==> config.mk <==
export PLATFORM = sky130hd
export DESIGN_NAME = dcpu16_wbarb_flat
export DESIGN_NICKNAME = d
export VERILOG_FILES = /design/src/rtl/dcpu16_wbarb_if.sv /design/src/rtl/dcpu16_wbarb.sv /design/src/flat_wrapper.sv
export SDC_FILE = /design/constraint.sdc
export NUM_CORES = 1
export LEC_CHECK = 0
export CORE_UTILIZATION = 42
export DETAILED_ROUTE_END_ITERATION = 8
export DONT_BUFFER_PORTS = 1
export HOLD_SLACK_MARGIN = 0.15
export SYNTH_ARGS = -nofsm -noshare
export SYNTH_HDL_FRONTEND = slang
export SYNTH_SLANG_ARGS = --single-unit
==> constraint.sdc <==
create_clock -name clk -period 3.7 [get_ports clk]
set_input_delay 0.37 -clock clk [delete_from_list [all_inputs] [get_ports clk]]
set_output_delay 0.37 -clock clk [all_outputs]
set_load 0.02 [all_outputs]
==> src/rtl/dcpu16_wbarb_if.sv <==
// rtl/dcpu16_wbarb_if.sv - requester and memory bus bundle for the N-channel arbiter
interface dcpu16_wbarb_if #(
    parameter int AW  = 16,
    parameter int DW  = 16,
    parameter int NCH = 2
);
    logic [NCH*AW-1:0] c_adr;
    logic [NCH-1:0]    c_stb;
    logic [NCH-1:0]    c_wre;
    logic [NCH*DW-1:0] c_dto;
    logic [DW-1:0]     c_dti;
    logic [NCH-1:0]    c_ack;
    logic [NCH-1:0]    c_err;
    logic [AW-1:0]     m_adr;
    logic              m_stb;
    logic              m_wre;
    logic [DW-1:0]     m_dto;
    logic [DW-1:0]     m_dti;
    logic              m_ack;
    logic [NCH-1:0]    gnt;
    logic              ena;

    // slave: the arbiter itself; master: requesters plus memory environment
    modport slave (
        input  c_adr, c_stb, c_wre, c_dto, m_dti, m_ack,
        output c_dti, c_ack, c_err, m_adr, m_stb, m_wre, m_dto, gnt, ena
    );
    modport master (
        output c_adr, c_stb, c_wre, c_dto, m_dti, m_ack,
        input  c_dti, c_ack, c_err, m_adr, m_stb, m_wre, m_dto, gnt, ena
    );
endinterface

==> src/rtl/dcpu16_wbarb.sv <==
// rtl/dcpu16_wbarb.sv - N-channel Wishbone arbiter with round-robin/fixed priority and timeout
module dcpu16_wbarb #(
    parameter int AW  = 16,
    parameter int DW  = 16,
    parameter int NCH = 2,
    parameter int RR  = 1,
    parameter int TMO = 0
) (
    input  logic          clk,
    input  logic          rst,
    dcpu16_wbarb_if.slave bus
);
    localparam int GW = $clog2(NCH);
    localparam int CW = (TMO > 0) ? $clog2(TMO + 1) : 1;
    localparam logic [CW-1:0] CNT_LAST = CW'((TMO > 0) ? (TMO - 1) : 0);
    localparam logic [CW-1:0] CNT_MAX  = {CW{1'b1}};

    typedef enum logic [1:0] {IDLE, BUSY, DONE} state_t;

    state_t          state_q, state_d;
    logic [NCH-1:0]  gnt_q, gnt_d;
    logic [GW-1:0]   gidx_q, gidx_d;
    logic [GW-1:0]   last_q, last_d;
    logic [CW-1:0]   cnt_q, cnt_d;
    logic [AW-1:0]   m_adr_q, m_adr_d;
    logic            m_stb_q, m_stb_d;
    logic            m_wre_q, m_wre_d;
    logic [DW-1:0]   m_dto_q, m_dto_d;
    logic [DW-1:0]   c_dti_q, c_dti_d;
    logic [NCH-1:0]  c_ack_q, c_ack_d;
    logic [NCH-1:0]  c_err_q, c_err_d;

    logic            win_found;
    logic [GW-1:0]   win_idx;
    logic [GW-1:0]   cand;

    // Scan order starts just past the last served channel in round-robin mode
    always_comb begin
        win_found = 1'b0;
        win_idx   = '0;
        cand      = '0;
        for (int i = 0; i < NCH; i++) begin
            if (RR != 0) cand = GW'((int'(last_q) + 1 + i) % NCH);
            else         cand = GW'(i);
            if (!win_found && bus.c_stb[cand]) begin
                win_found = 1'b1;
                win_idx   = cand;
            end
        end
    end

    always_comb begin
        state_d = state_q;
        gnt_d   = gnt_q;
        gidx_d  = gidx_q;
        last_d  = last_q;
        cnt_d   = cnt_q;
        m_adr_d = m_adr_q;
        m_stb_d = m_stb_q;
        m_wre_d = m_wre_q;
        m_dto_d = m_dto_q;
        c_dti_d = c_dti_q;
        c_ack_d = '0;
        c_err_d = '0;
        case (state_q)
            IDLE: begin
                if (win_found) begin
                    gidx_d          = win_idx;
                    gnt_d           = '0;
                    gnt_d[win_idx]  = 1'b1;
                    m_adr_d         = bus.c_adr[int'(win_idx)*AW +: AW];
                    m_wre_d         = bus.c_wre[win_idx];
                    m_dto_d         = bus.c_dto[int'(win_idx)*DW +: DW];
                    m_stb_d         = 1'b1;
                    cnt_d           = '0;
                    state_d         = BUSY;
                end
            end
            BUSY: begin
                // A slave ack in the final timeout cycle still wins over the error
                if (bus.m_ack) begin
                    if (!m_wre_q) c_dti_d = bus.m_dti;
                    c_ack_d = gnt_q;
                    m_stb_d = 1'b0;
                    last_d  = gidx_q;
                    state_d = DONE;
                end else if (TMO != 0 && cnt_q == CNT_LAST) begin
                    c_err_d = gnt_q;
                    m_stb_d = 1'b0;
                    last_d  = gidx_q;
                    state_d = DONE;
                end else if (cnt_q != CNT_MAX) begin
                    cnt_d = cnt_q + 1'b1;
                end
            end
            DONE: begin
                gnt_d   = '0;
                state_d = IDLE;
            end
            default: state_d = IDLE;
        endcase
    end

    always_ff @(posedge clk) begin
        if (!rst) begin
            state_q <= IDLE;
            gnt_q   <= '0;
            gidx_q  <= '0;
            last_q  <= GW'(NCH - 1);
            cnt_q   <= '0;
            m_adr_q <= '0;
            m_stb_q <= 1'b0;
            m_wre_q <= 1'b0;
            m_dto_q <= '0;
            c_dti_q <= '0;
            c_ack_q <= '0;
            c_err_q <= '0;
        end else begin
            state_q <= state_d;
            gnt_q   <= gnt_d;
            gidx_q  <= gidx_d;
            last_q  <= last_d;
            cnt_q   <= cnt_d;
            m_adr_q <= m_adr_d;
            m_stb_q <= m_stb_d;
            m_wre_q <= m_wre_d;
            m_dto_q <= m_dto_d;
            c_dti_q <= c_dti_d;
            c_ack_q <= c_ack_d;
            c_err_q <= c_err_d;
        end
    end

    assign bus.c_dti = c_dti_q;
    assign bus.c_ack = c_ack_q;
    assign bus.c_err = c_err_q;
    assign bus.m_adr = m_adr_q;
    assign bus.m_stb = m_stb_q;
    assign bus.m_wre = m_wre_q;
    assign bus.m_dto = m_dto_q;
    assign bus.gnt   = gnt_q;
    assign bus.ena   = &(~bus.c_stb | c_ack_q | c_err_q);
endmodule

==> src/flat_wrapper.sv <==
// flat-port wrapper written by rule: the top's interface ports become plain ports
module dcpu16_wbarb_flat 
#(
    parameter int AW  = 16,
    parameter int DW  = 16,
    parameter int NCH = 2,
    parameter int RR  = 1,
    parameter int TMO = 0
)
  (clk, rst, bus_c_adr, bus_c_stb, bus_c_wre, bus_c_dto, bus_m_dti, bus_m_ack, bus_c_dti, bus_c_ack, bus_c_err, bus_m_adr, bus_m_stb, bus_m_wre, bus_m_dto, bus_gnt, bus_ena);
  dcpu16_wbarb_if #(.AW(AW), .DW(DW), .NCH(NCH)) bus_i ();
  input  logic clk;
  input  logic rst;
  input wire logic [$bits(bus_i.c_adr)-1:0] bus_c_adr;
  input wire logic [$bits(bus_i.c_stb)-1:0] bus_c_stb;
  input wire logic [$bits(bus_i.c_wre)-1:0] bus_c_wre;
  input wire logic [$bits(bus_i.c_dto)-1:0] bus_c_dto;
  input wire logic [$bits(bus_i.m_dti)-1:0] bus_m_dti;
  input wire logic [$bits(bus_i.m_ack)-1:0] bus_m_ack;
  output wire logic [$bits(bus_i.c_dti)-1:0] bus_c_dti;
  output wire logic [$bits(bus_i.c_ack)-1:0] bus_c_ack;
  output wire logic [$bits(bus_i.c_err)-1:0] bus_c_err;
  output wire logic [$bits(bus_i.m_adr)-1:0] bus_m_adr;
  output wire logic [$bits(bus_i.m_stb)-1:0] bus_m_stb;
  output wire logic [$bits(bus_i.m_wre)-1:0] bus_m_wre;
  output wire logic [$bits(bus_i.m_dto)-1:0] bus_m_dto;
  output wire logic [$bits(bus_i.gnt)-1:0] bus_gnt;
  output wire logic [$bits(bus_i.ena)-1:0] bus_ena;
  assign bus_i.c_adr = bus_c_adr;
  assign bus_i.c_stb = bus_c_stb;
  assign bus_i.c_wre = bus_c_wre;
  assign bus_i.c_dto = bus_c_dto;
  assign bus_i.m_dti = bus_m_dti;
  assign bus_i.m_ack = bus_m_ack;
  assign bus_c_dti = bus_i.c_dti;
  assign bus_c_ack = bus_i.c_ack;
  assign bus_c_err = bus_i.c_err;
  assign bus_m_adr = bus_i.m_adr;
  assign bus_m_stb = bus_i.m_stb;
  assign bus_m_wre = bus_i.m_wre;
  assign bus_m_dto = bus_i.m_dto;
  assign bus_gnt = bus_i.gnt;
  assign bus_ena = bus_i.ena;
  dcpu16_wbarb #(.AW(AW), .DW(DW), .NCH(NCH), .RR(RR), .TMO(TMO)) u_core (.clk(clk), .rst(rst), .bus(bus_i));
endmodule
* Yosys cells after proc, flatten, opt, wreduce, memory -nomap -nowiden
Cells that the tools add are included.
Operators by class: eq/ne operators 4, divide/modulo/power cells 0, order comparisons 4, add/sub/neg operators 2, mux-type cells 20, multipliers 0, reductions and logical operators 14, shifts and indexed selects 2, bitwise logic cells 3
Operators by type and width (number):
- $shiftx 32x6->16 | 2
- $mux 1 | 13
- $reduce_and 2->1 | 5
- $reduce_and 3->1 | 3
- $pmux 2 s2 | 2
- $lt 1x2->1 const B | 3
- $mux 2 | 3
- $reduce_bool 2->1 | 2
- $add 1x1->1 const B | 2
- $eq 2x1->1 const B | 1
- $eq 2x2->1 const B | 1
- $logic_and 1x1->1 | 2
- $logic_not 2->1 | 1
- $ne 2x1->1 const B | 1
- $ne 2x2->1 const B | 1
- $not 2->2 | 1
- $or 2x2->2 | 1
- $pmux 1 s2 | 1
- $demux 1 s1 | 1
- $ge 1x1->1 const B | 1
- $logic_not 1->1 | 1
- $not 1->1 | 1
Word-level totals: logic and storage cells 59, memory bits (read-only) 0, RAM bits 0, bits in registers 58, memories kept 0, bits in latches 0

* Logic depth before layout (Yosys ltp)
Gate-level depths: netlist of run 1.
depth after elaboration 13, depth in mapped cells 6, gate-level depth less buffers 3

* Least setup slack after synthesis of run 1
No wires, ideal clock.
kind flip-flop to output port, from register u_core.c_ack_q[0] (netlist: u_core.bus.c_ack[0]), to output port bus_ena, arrival time 0.888 ns, cell stages (with the launch flop) 3, slack 2.442 ns, cells stage by stage dfxtp_1 inv_1 a22oi_1
Between the ends: cells in the longest elaborated chain, start to end 2
Ends and longest elaborated chain:
- start: declaration | line dcpu16_wbarb.sv:30 | logic [NCH-1:0] c_ack_q, c_ack_d;
- start signal: assignment | line dcpu16_wbarb.sv:129 | c_ack_q <= c_ack_d;
- $or 2x2->2 | line dcpu16_wbarb.sv:142 | assign bus.ena = &(~bus.c_stb | c_ack_q | c_err_q);
- $reduce_and 2->1 | line dcpu16_wbarb.sv:142
- end: declaration | line flat_wrapper.sv:28 | output wire logic [$bits(bus_i.ena)-1:0] bus_ena;
Every way passes these cells.

* Worst setup path in the final report of run 1
from register u_core.state_q[0], to register u_core.m_dto_q[15] (netlist: u_core.bus.m_dto[15])
Between the ends: cells in the longest elaborated chain, start to end 2
Ends and longest elaborated chain:
- start: declaration | line dcpu16_wbarb.sv:20 | state_t state_q, state_d;
- start signal: assignment | line dcpu16_wbarb.sv:119 | state_q <= state_d;
- $logic_not 2->1 | line dcpu16_wbarb.sv:65 | case (state_q)
- $reduce_and 2->1 (no line)
- end signal: assignment | line dcpu16_wbarb.sv:127 | m_dto_q <= m_dto_d;
- end: declaration | line dcpu16_wbarb.sv:28 | logic [DW-1:0] m_dto_q, m_dto_d;
Every way passes these cells. A chain may end at the register's enable or synchronous reset.

==> results.py, run 1 <==
metrics = {
    "timing": {
        "hold_viol_final": 0,
        "max_slew_margin_pct": 22.75,
        "skew_ns": 0.007520,
        "setup_tns_ns": 0,
        "worst_slack_ns": 1.795,
        "worst_pin_slew_ns": 1.159,
        "slew_viol_final": 0,
        "max_freq_mhz": 525.0,
        "rsz0062_at_grt": "false",
        "timing.hold.ws_ns": 0.1704,
        "period_minus_slack_ns": 1.905,
        "fin_crit_sh_pct": 51.48,
        "setup_viol": 0,
    },
    "logic_synthesis": {
        "synthCells": 300,
        "synth_area_um2": 2728,
        "ys_ff_latch": 58,
        "postSynthAreaPerCell_um2": 9.092,
        "yosysSeqAreaShare_pct": 42.57,
        "synthDistinctLibCells": 32,
        "yosysWarnings": 0,
    },
    "setup_path": {
        "path_max_fanout": 23,
        "end_kind": "flop",
        "critical_path_class": "reg -> reg",
        "start_kind": "flop",
        "cp.required_ns": 3.85,
        "r2r_slack_ns": 1.80,
        "worstPathArrival_ns": 2.05,
    },
    "power_and_ir_drop": {
        "ir_worst_vdd_mv": 0.2826,
        "combPwrFrac_pct": 14.5,
        "switching_share_pct": 32.89,
        "total_power_mw": 1.527,
        "power_density_nw_per_um2": 548.0,
        "p_int_mw": 1.025,
        "p_seq_share_pct": 51.9,
        "clkPwrFrac_pct": 33.6,
        "power_switching_mw": 0.5023,
        "leakage_nw": 0.9800,
    },
    "min_path": {
        "hp-class": "in -> reg",
    },
    "floorplan": {
        "design.core.area_um2": 6096,
        "floorplan.initialDensity_pct": 44.75,
        "row_count": 28,
        "ios": 144,
        "die_h_um": 82.59,
        "die_area_um2": 6820,
        "fp.dieW_um": 82.59,
    },
    "global_routing": {
        "grt_max_degree": 51,
        "track_usage_pct": 18.57,
        "antenna_found_initial": 0,
        "grt_overflow": 0,
        "first_global_vias": 1918,
        "grt_first_pass_wirelength_um": 9411,
    },
    "clocking": {
        "insertion_delay_ns": 0.32,
        "clk_pin_slew_worst_paths_ns": 0.07,
        "cts_tree": "yes",
        "numClockSinks": 58,
        "htree_levels": 3,
        "post_cts_resized": 0,
        "cts_buffers": 9,
        "clockBufferDepth": 2,
        "cts_root_buf": "clkbuf_8",
    },
    "route": {
        "drtIter0Drc": 68,
        "drc": 0,
        "routed_wl_um": 6444,
        "via_per_inst": 5.790,
        "routed_wire_length_per_instance_um": 17.61,
        "num_vias": 2119,
        "ant_nets": 0,
        "first_pass_iters": 4,
    },
    "place": {
        "dp_hpwl_um": 4145,
        "dp_cells": 349,
        "gp_congestion": 0.6732,
        "port_buffers": 0,
        "place_ws_ns": 1.784,
    },
    "final_layout": {
        "final_cells": 366,
        "nFillCells": 638,
        "diodes": 0,
        "syn_to_final_growth_pct": 2.156,
        "drive_above_1_share_pct": 18.21,
        "fin_nets": 373,
    },
    "flow_run": {
        "cap_violations": 0,
    },
    "status": {
        "outcome": "finished clean",
    },
}
## worst max-delay path, stage by stage (launching register included)
cell	delay [ns]
dfxtp_1	0.41
nor3_4	0.70
buf_4	0.46
a311oi_1	0.15
## final timing paths
kind                                  endpoint  cells after the start                           start
max          u_core.bus.m_dto[15]$_SDFFE_PN0P_                      3  u_core.state_q[0]$_SDFFE_PN0P_
min             u_core.state_q[1]$_SDFFE_PN0P_                      1                             rst
min reg2reg         u_core.gidx_q$_SDFFE_PN0P_                      2      u_core.gidx_q$_SDFFE_PN0P_
max reg2reg  u_core.bus.m_dto[15]$_SDFFE_PN0P_                      3  u_core.state_q[0]$_SDFFE_PN0P_
## area by class of cell
cell class                      count  area (um^2)  area share, %
Inverter                            4        15.01         0.5388
Tap cell                           75        93.84          3.368
Multi-Input combinational cell    209         1313          47.10
Sequential cell                    58         1161          41.67
Clock inverter                      5        30.03          1.078
Timing Repair Buffer                4        32.53          1.167
Clock buffer                       11        141.4          5.074
## power by group through the flow
stage / logic, mW / registers (mW) / clock network (mW)
3_3_place_gp: 0.218 / 0.806 / 0
3_5_place_dp: 0.225 / 0.806 / 0
5_1_grt: 0.245 / 0.800 / 0.556
2_1_floorplan: 0.220 / 0.788 / 0
6_report: 0.221 / 0.792 / 0.513
4_1_cts: 0.225 / 0.793 / 0.520
## stage by stage
step,utilization (%),instance area [um^2]
after global routing,45.71,2786
after CTS,45.71,2786
after global placement,42.73,2605
after detailed placement,42.73,2605
final,45.71,2786
after floorplan,-,2731
## what timing repair did
| action | 4_1_cts | 5_1_grt |
|---|---|---|
| hold buffers | 1 | 0 |
| endpoints found under the setup margin | 0 | 0 |
| setup buffers | 0 | 0 |
| endpoints found under the hold margin | 2 | 0 |
## cell families after synthesis
family | share of synthesized area, %
flip-flops | 42.57
multiplexers | 0.3670
AND/OR/NAND/NOR | 17.84
other | 0.1375
AO/OA/AOI/OAI | 29.40
buffers and inverters | 9.678
## layer usage
| metal | vias up | routed length, um | GRT usage [%] |
|---|---|---|---|
| met3 | 8 | 701 | 6.923 |
| li1 | 1021 | - | - |
| met2 | 110 | 2933 | 28.60 |
| met1 | 980 | 2731 | 22.62 |
| met5 | - | 0 | 0 |
| met4 | 0 | 77 | 9.310 |
## cells in the mapped netlist (all sizes together)
cell type	number	share of area (%)
a21bo	1	0.37
a21boi	1	0.69
a21oi	52	9.5
a22oi	1	0.28
a311oi	33	17
and2	1	0.23
and3	2	0.46
and3b	1	0.32
buf	23	7.8
clkbuf	7	1.4
conb	1	0.14
dfxtp	58	43
inv	4	0.55
mux2i	1	0.37
nand2	99	14
nand3	1	0.18
nand4bb	1	0.41
nor2	2	0.64
nor2b	1	0.23
nor3	1	0.60
nor3b	2	0.55
nor4bb	1	0.37
o21a	2	0.55
o21ai	1	0.18
o31ai	2	0.55
or2	1	0.23
## cells in the final DEF, fill, tap and decap left out
cell	netlist	layout
a21bo_1	1	1
a21boi_4	1	1
a21oi_1	52	52
a22oi_1	1	1
a311oi_1	4	4
a311oi_2	29	29
and2_1	1	1
and3_1	2	2
and3b_1	1	1
buf_4	6	3
clkbuf_1	5	1
clkbuf_8	1	10
clkinv_2	0	3
clkinvlp_4	0	2
conb_1	1	2
dfxtp_1	58	58
dlygate4sd3_1	0	1
inv_1	4	3
inv_2	0	1
mux2i_1	1	1
nand2_1	99	99
nand3_1	1	1
nand4bb_1	1	1
nor2_2	1	1
nor2_4	1	1
nor2b_1	1	1
nor3_4	1	1
nor3b_1	2	2
nor4bb_2	0	1
o21a_1	2	2
o21ai_0	1	1
o31ai_1	2	2
or2_1	1	1
## state kept, by name (all words and copies together) (netlist names)
| name | cells |
|---|---|
| u_core.bus.c_dti | 16 |
| u_core.bus.m_adr | 16 |
| u_core.bus.m_dto | 16 |
| u_core.bus.c_ack | 2 |
| u_core.bus.gnt | 2 |
| u_core.state_q | 2 |
| u_core.bus.m_stb | 1 |
| u_core.bus.m_wre | 1 |
| u_core.gidx_q | 1 |
| u_core.last_q | 1 |
(Power assumes the default switching activity.)
==> run 2: changes to the inputs <==
- clock period: 3.7 -> 1.64 ns (I/O delays scaled with it)
==> results.py, run 2 (synthesis gave the netlist of run 1 again) <==
metrics = {
    "place": {
        "dp_cells": 360,
        "gp_congestion": 0.6767,
        "dp_hpwl_um": 4356,
        "place_ws_ns": 0.3054,
        "port_buffers": 0,
    },
    "global_routing": {
        "antenna_found_initial": 0,
        "grt_first_pass_wirelength_um": 11340,
        "grt_overflow": 0,
        "track_usage_pct": 22.73,
        "first_global_vias": 2363,
        "grt_max_degree": 28,
    },
    "timing": {
        "slew_viol_final": 0,
        "max_freq_mhz": 687.3,
        "skew_ns": 0.005293,
        "rsz0062_at_grt": "false",
        "fin_crit_sh_pct": 88.72,
        "period_minus_slack_ns": 1.455,
        "hold_viol_final": 0,
        "worst_slack_ns": 0.1851,
        "setup_tns_ns": 0,
        "setup_viol": 0,
    },
    "status": {
        "outcome": "finished clean",
    },
    "route": {
        "drtIter0Drc": 69,
        "drc": 0,
        "num_vias": 2530,
        "routed_wl_um": 7906,
        "via_per_inst": 5.500,
        "ant_nets": 0,
        "first_pass_iters": 4,
        "routed_wire_length_per_instance_um": 17.19,
    },
    "power_and_ir_drop": {
        "power_density_nw_per_um2": 1001,
        "leakage_nw": 1.390,
        "total_power_mw": 3.713,
        "ir_worst_vdd_mv": 0.4810,
    },
    "final_layout": {
        "fin_nets": 467,
        "diodes": 0,
        "syn_to_final_growth_pct": 36.06,
        "layout_commonest_cell": "nand2_1",
        "final_cells": 460,
        "final_cell_mix": "99 x nand2_1, 84 x dlygate4sd3_1, 58 x dfxtp_1",
        "drive_above_1_share_pct": 16.36,
    },
    "clocking": {
        "insertion_delay_ns": 0.32,
        "numClockSinks": 58,
        "cts_tree": "yes",
        "post_cts_resized": 0,
        "cts_buffers": 9,
        "cts_root_buf": "clkbuf_8",
        "clk_pin_slew_worst_paths_ns": 0.06,
        "post_cts_buffers": 0,
        "htree_levels": 3,
        "clockBufferDepth": 2,
    },
    "floorplan": {
        "die_h_um": 82.59,
        "die_area_um2": 6820,
        "row_count": 28,
        "floorplan.initialDensity_pct": 44.75,
        "ios": 144,
        "design.core.area_um2": 6096,
        "fp.dieW_um": 82.59,
    },
    "min_path": {
        "hp-class": "in -> reg",
        "min_path_cells": 3,
    },
    "setup_path": {
        "path_max_fanout": 2,
        "critical_path_class": "reg -> out",
        "crit_chain": "inv_1 -> a22oi_1",
        "end_kind": "output pin",
        "start_kind": "flop",
        "worstPathArrival_ns": 1.29,
        "slowest_stage": "dfxtp_1",
        "slowest_delay_ns": 0.45,
        "reg2regPathDepth": 4,
        "cp.required_ns": 1.48,
    },
    "flow_run": {
        "cap_violations": 0,
    },
}
[run 2: what timing repair did]
action / in CTS / in global routing
endpoints found under the setup margin: 0 / 0
endpoints found under the hold margin: 57 / 0
hold buffers: 84 / 0
[run 2: area by class of cell]
| class | count | area [um^2] |
|---|---|---|
| fillers | 503 | 2385 |
| multi-input cells | 209 | 1313 |
| flip-flops and latches | 58 | 1161 |
| repair buffers | 98 | 945.9 |
| clock buffers | 14 | 172.7 |
| well taps | 75 | 93.84 |
| inverters | 4 | 15.01 |
| clock inverters | 2 | 10.01 |
[run 2: metrics by stage]
step	hold WS (ns)	cell area (um^2)	utilization, %
2_1_floorplan	0.2259	2731	-
3_3_place_gp	0.2265	2688	44.09
3_5_place_dp	0.2432	2688	44.09
4_1_cts	0.1836	3711	60.88
5_1_grt	0.1900	3711	60.88
6_report	0.1993	3711	60.88
[run 2: layer usage]
metal	track usage (%)	routed length (um)	vias up
met5	0	0	-
met4	10.34	136	0
met3	6.923	733	15
met2	40.00	3848	135
met1	25.02	3188	1168
li1	-	-	1212
[run 2: critical path, delay by kind of cell (launching register included)]
family	cells	cell delay, ns
DFF	1	0.45
AOI/OAI and AO/OA	1	0.45
buffers and inverters	1	0.07
[run 2: final timing paths]
path	start	end	slack (ns)
setup / recovery	u_core.bus.c_ack[0]$_SDFF_PN0_	bus_ena	0.19
setup reg to reg	u_core.state_q[0]$_SDFFE_PN0P_	u_core.bus.c_dti[6]$_SDFFE_PN0P_	0.29
hold reg to reg	u_core.gidx_q$_SDFFE_PN0P_	u_core.last_q$_SDFFE_PN1P_	0.50
hold / removal	bus_c_stb[0]	u_core.bus.gnt[1]$_SDFFE_PN0P_	0.20
[run 2: where the power goes]
| group | leakage [nW] | internal [mW] | total, mW | switching (mW) |
|---|---|---|---|---|
| Clock | 0.0965 | 0.669 | 1.21 | 0.546 |
| Sequential | 0.478 | 1.54 | 1.79 | 0.254 |
| Combinational | 0.815 | 0.347 | 0.706 | 0.360 |
==> run 3: changes to the inputs <==
- PLACE_DENSITY: default -> 0.63
==> results.py, run 3 (synthesis gave the netlist of run 1 again) <==
metrics = {
    "status": {
        "outcome": "finished clean",
    },
    "global_routing": {
        "grt_first_pass_wirelength_um": 11020,
        "first_global_vias": 2397,
        "use_met2_pct": 37.11,
        "antenna_found_initial": 0,
        "grt_overflow": 0,
        "grt_max_degree": 29,
        "busiest_layer": "met2",
        "met3_usage_pct": 6.484,
        "track_usage_pct": 21.75,
        "grtUsageMet1_pct": 24.58,
    },
    "power_and_ir_drop": {
        "p_int_mw": 2.779,
        "clkPwrFrac_pct": 36.7,
        "leakage_nw": 1.414,
        "combPwrFrac_pct": 18.0,
        "switching_share_pct": 29.52,
        "power_density_nw_per_um2": 1049,
        "p_seq_share_pct": 45.4,
        "total_power_mw": 3.943,
        "ir_worst_vdd_mv": 0.6149,
        "power_switching_mw": 1.164,
    },
    "final_layout": {
        "nFillCells": 475,
        "syn_to_final_growth_pct": 37.80,
        "fin_nets": 467,
        "drive_above_1_share_pct": 16.88,
        "layout_commonest_cell": "nand2_1",
        "final_cell_mix": "99 x nand2_1, 84 x dlygate4sd3_1, 58 x dfxtp_1",
        "diodes": 0,
    },
    "timing": {
        "rsz0062_at_grt": "false",
        "setup_tns_ns": 0,
        "slew_viol_final": 0,
        "fin_crit_sh_pct": 87.91,
        "skew_ns": 0.008079,
        "setup_viol": 0,
        "period_minus_slack_ns": 1.442,
        "max_freq_mhz": 693.6,
        "hold_viol_final": 0,
    },
    "floorplan": {
        "die_area_um2": 6820,
        "die_h_um": 82.59,
        "fp.dieW_um": 82.59,
        "floorplan.initialDensity_pct": 44.75,
        "design.core.area_um2": 6096,
        "row_count": 28,
        "ios": 144,
    },
    "route": {
        "drc": 0,
        "routed_wl_um": 7552,
        "via_per_inst": 5.454,
        "routed_wire_length_per_instance_um": 16.42,
        "first_pass_iters": 4,
        "ant_nets": 0,
        "num_vias": 2509,
        "drtIter0Drc": 111,
    },
    "place": {
        "port_buffers": 0,
        "dp_hpwl_um": 4259,
        "gp_congestion": 0.6989,
    },
    "setup_path": {
        "worstPathArrival_ns": 1.28,
        "cp.required_ns": 1.48,
        "critical_path_class": "reg -> out",
        "r2r_slack_ns": 0.30,
        "reg2regPathDepth": 4,
        "end_kind": "output pin",
        "setup.worst_path.start": "u_core.bus.c_ack[0]$_SDFF_PN0_",
        "path_max_fanout": 2,
        "crit_path_end": "bus_ena",
        "reg2reg_from": "u_core.state_q[0]$_SDFFE_PN0P_",
        "worstReg2RegEnd": "u_core.bus.c_dti[8]$_SDFFE_PN0P_",
        "start_kind": "flop",
    },
    "clocking": {
        "insertion_delay_ns": 0.33,
        "clockBufferDepth": 2,
        "clk_pin_slew_worst_paths_ns": 0.07,
        "htree_levels": 3,
        "cts_tree": "yes",
        "numClockSinks": 58,
        "cts_buffers": 9,
        "cts_root_buf": "clkbuf_8",
    },
    "flow_run": {
        "cap_violations": 0,
    },
    "min_path": {
        "hp-class": "in -> reg",
    },
}
==> run 3: cell count changes in the layout (fill, tap and decap cells not counted) <==
cell and delta:
clkbuf_8 -2, bufinv_16 +2, buf_12 +1, clkinv_2 +2, clkbuf_1 -2, buf_4 -1
==> run 3: cell type report <==
cell class	count	area, um^2	area share, %
clock buffer	10	137.6	3.662
clock inverter	6	80.08	2.130
inverter	4	15.01	0.3995
multi-input combinational	209	1313	34.92
sequential	58	1161	30.89
tap	75	93.84	2.497
timing repair buffer	98	958.4	25.50
==> run 3: power by group through the flow <==
stage          logic, mW  registers (mW)  clock network (mW)
2_1_floorplan      0.496            1.78                   0
3_3_place_gp       0.528            1.82                   0
3_5_place_dp       0.539            1.82                   0
4_1_cts            0.700            1.79                1.49
5_1_grt            0.775            1.80                1.55
6_report           0.709            1.79                1.45
==> run 3: worst min path at each step <==
stage | startpoint | to | slack (ns) | depth (start not counted)
after floorplan | rst | u_core.last_q$_SDFFE_PN1P_ | 0.23 | 1
after global placement | rst | u_core.last_q$_SDFFE_PN1P_ | 0.23 | 1
after detailed placement | rst | u_core.last_q$_SDFFE_PN1P_ | 0.23 | 1
after CTS | bus_c_stb[0] | u_core.bus.gnt[1]$_SDFFE_PN0P_ | 0.16 | 3
after global routing | bus_c_stb[0] | u_core.bus.gnt[1]$_SDFFE_PN0P_ | 0.16 | 3
final | bus_c_stb[0] | u_core.bus.gnt[1]$_SDFFE_PN0P_ | 0.17 | 3
==> run 3: what timing repair did <==
item / CTS / global route
endpoints found under the hold margin: 57 / 0
hold buffers: 84 / 0
gates resized for setup: 0 / 0
setup buffers: 0 / 0
==> run 3: routing by layer <==
| metal | vias to the layer above | routed length [um] |
|---|---|---|
| met4 | 0 | 125 |
| met5 | - | 0 |
| met3 | 15 | 766 |
| met2 | 139 | 3629 |
| li1 | 1207 | - |
| met1 | 1148 | 3030 |
==> run 3: critical path: stages, from the launching register on <==
cell and delay (ns):
dfxtp_1 0.45, inv_1 0.07, a22oi_1 0.43
==> run 3: metrics by stage <==
step / worst slack (ns) / util, % / hold WS (ns) / instance area, um^2 / instances
3_5_place_dp: 0.3438 / 44.29 / 0.2301 / 2700 / 360
5_1_grt: 0.1067 / 61.66 / 0.1649 / 3759 / 460
2_1_floorplan: 0.3946 / - / 0.2259 / 2731 / 301
4_1_cts: 0.1724 / 61.66 / 0.1556 / 3759 / 460
6_report: 0.1982 / 61.66 / 0.1734 / 3759 / 460
3_3_place_gp: 0.3744 / 44.29 / 0.2345 / 2700 / 360
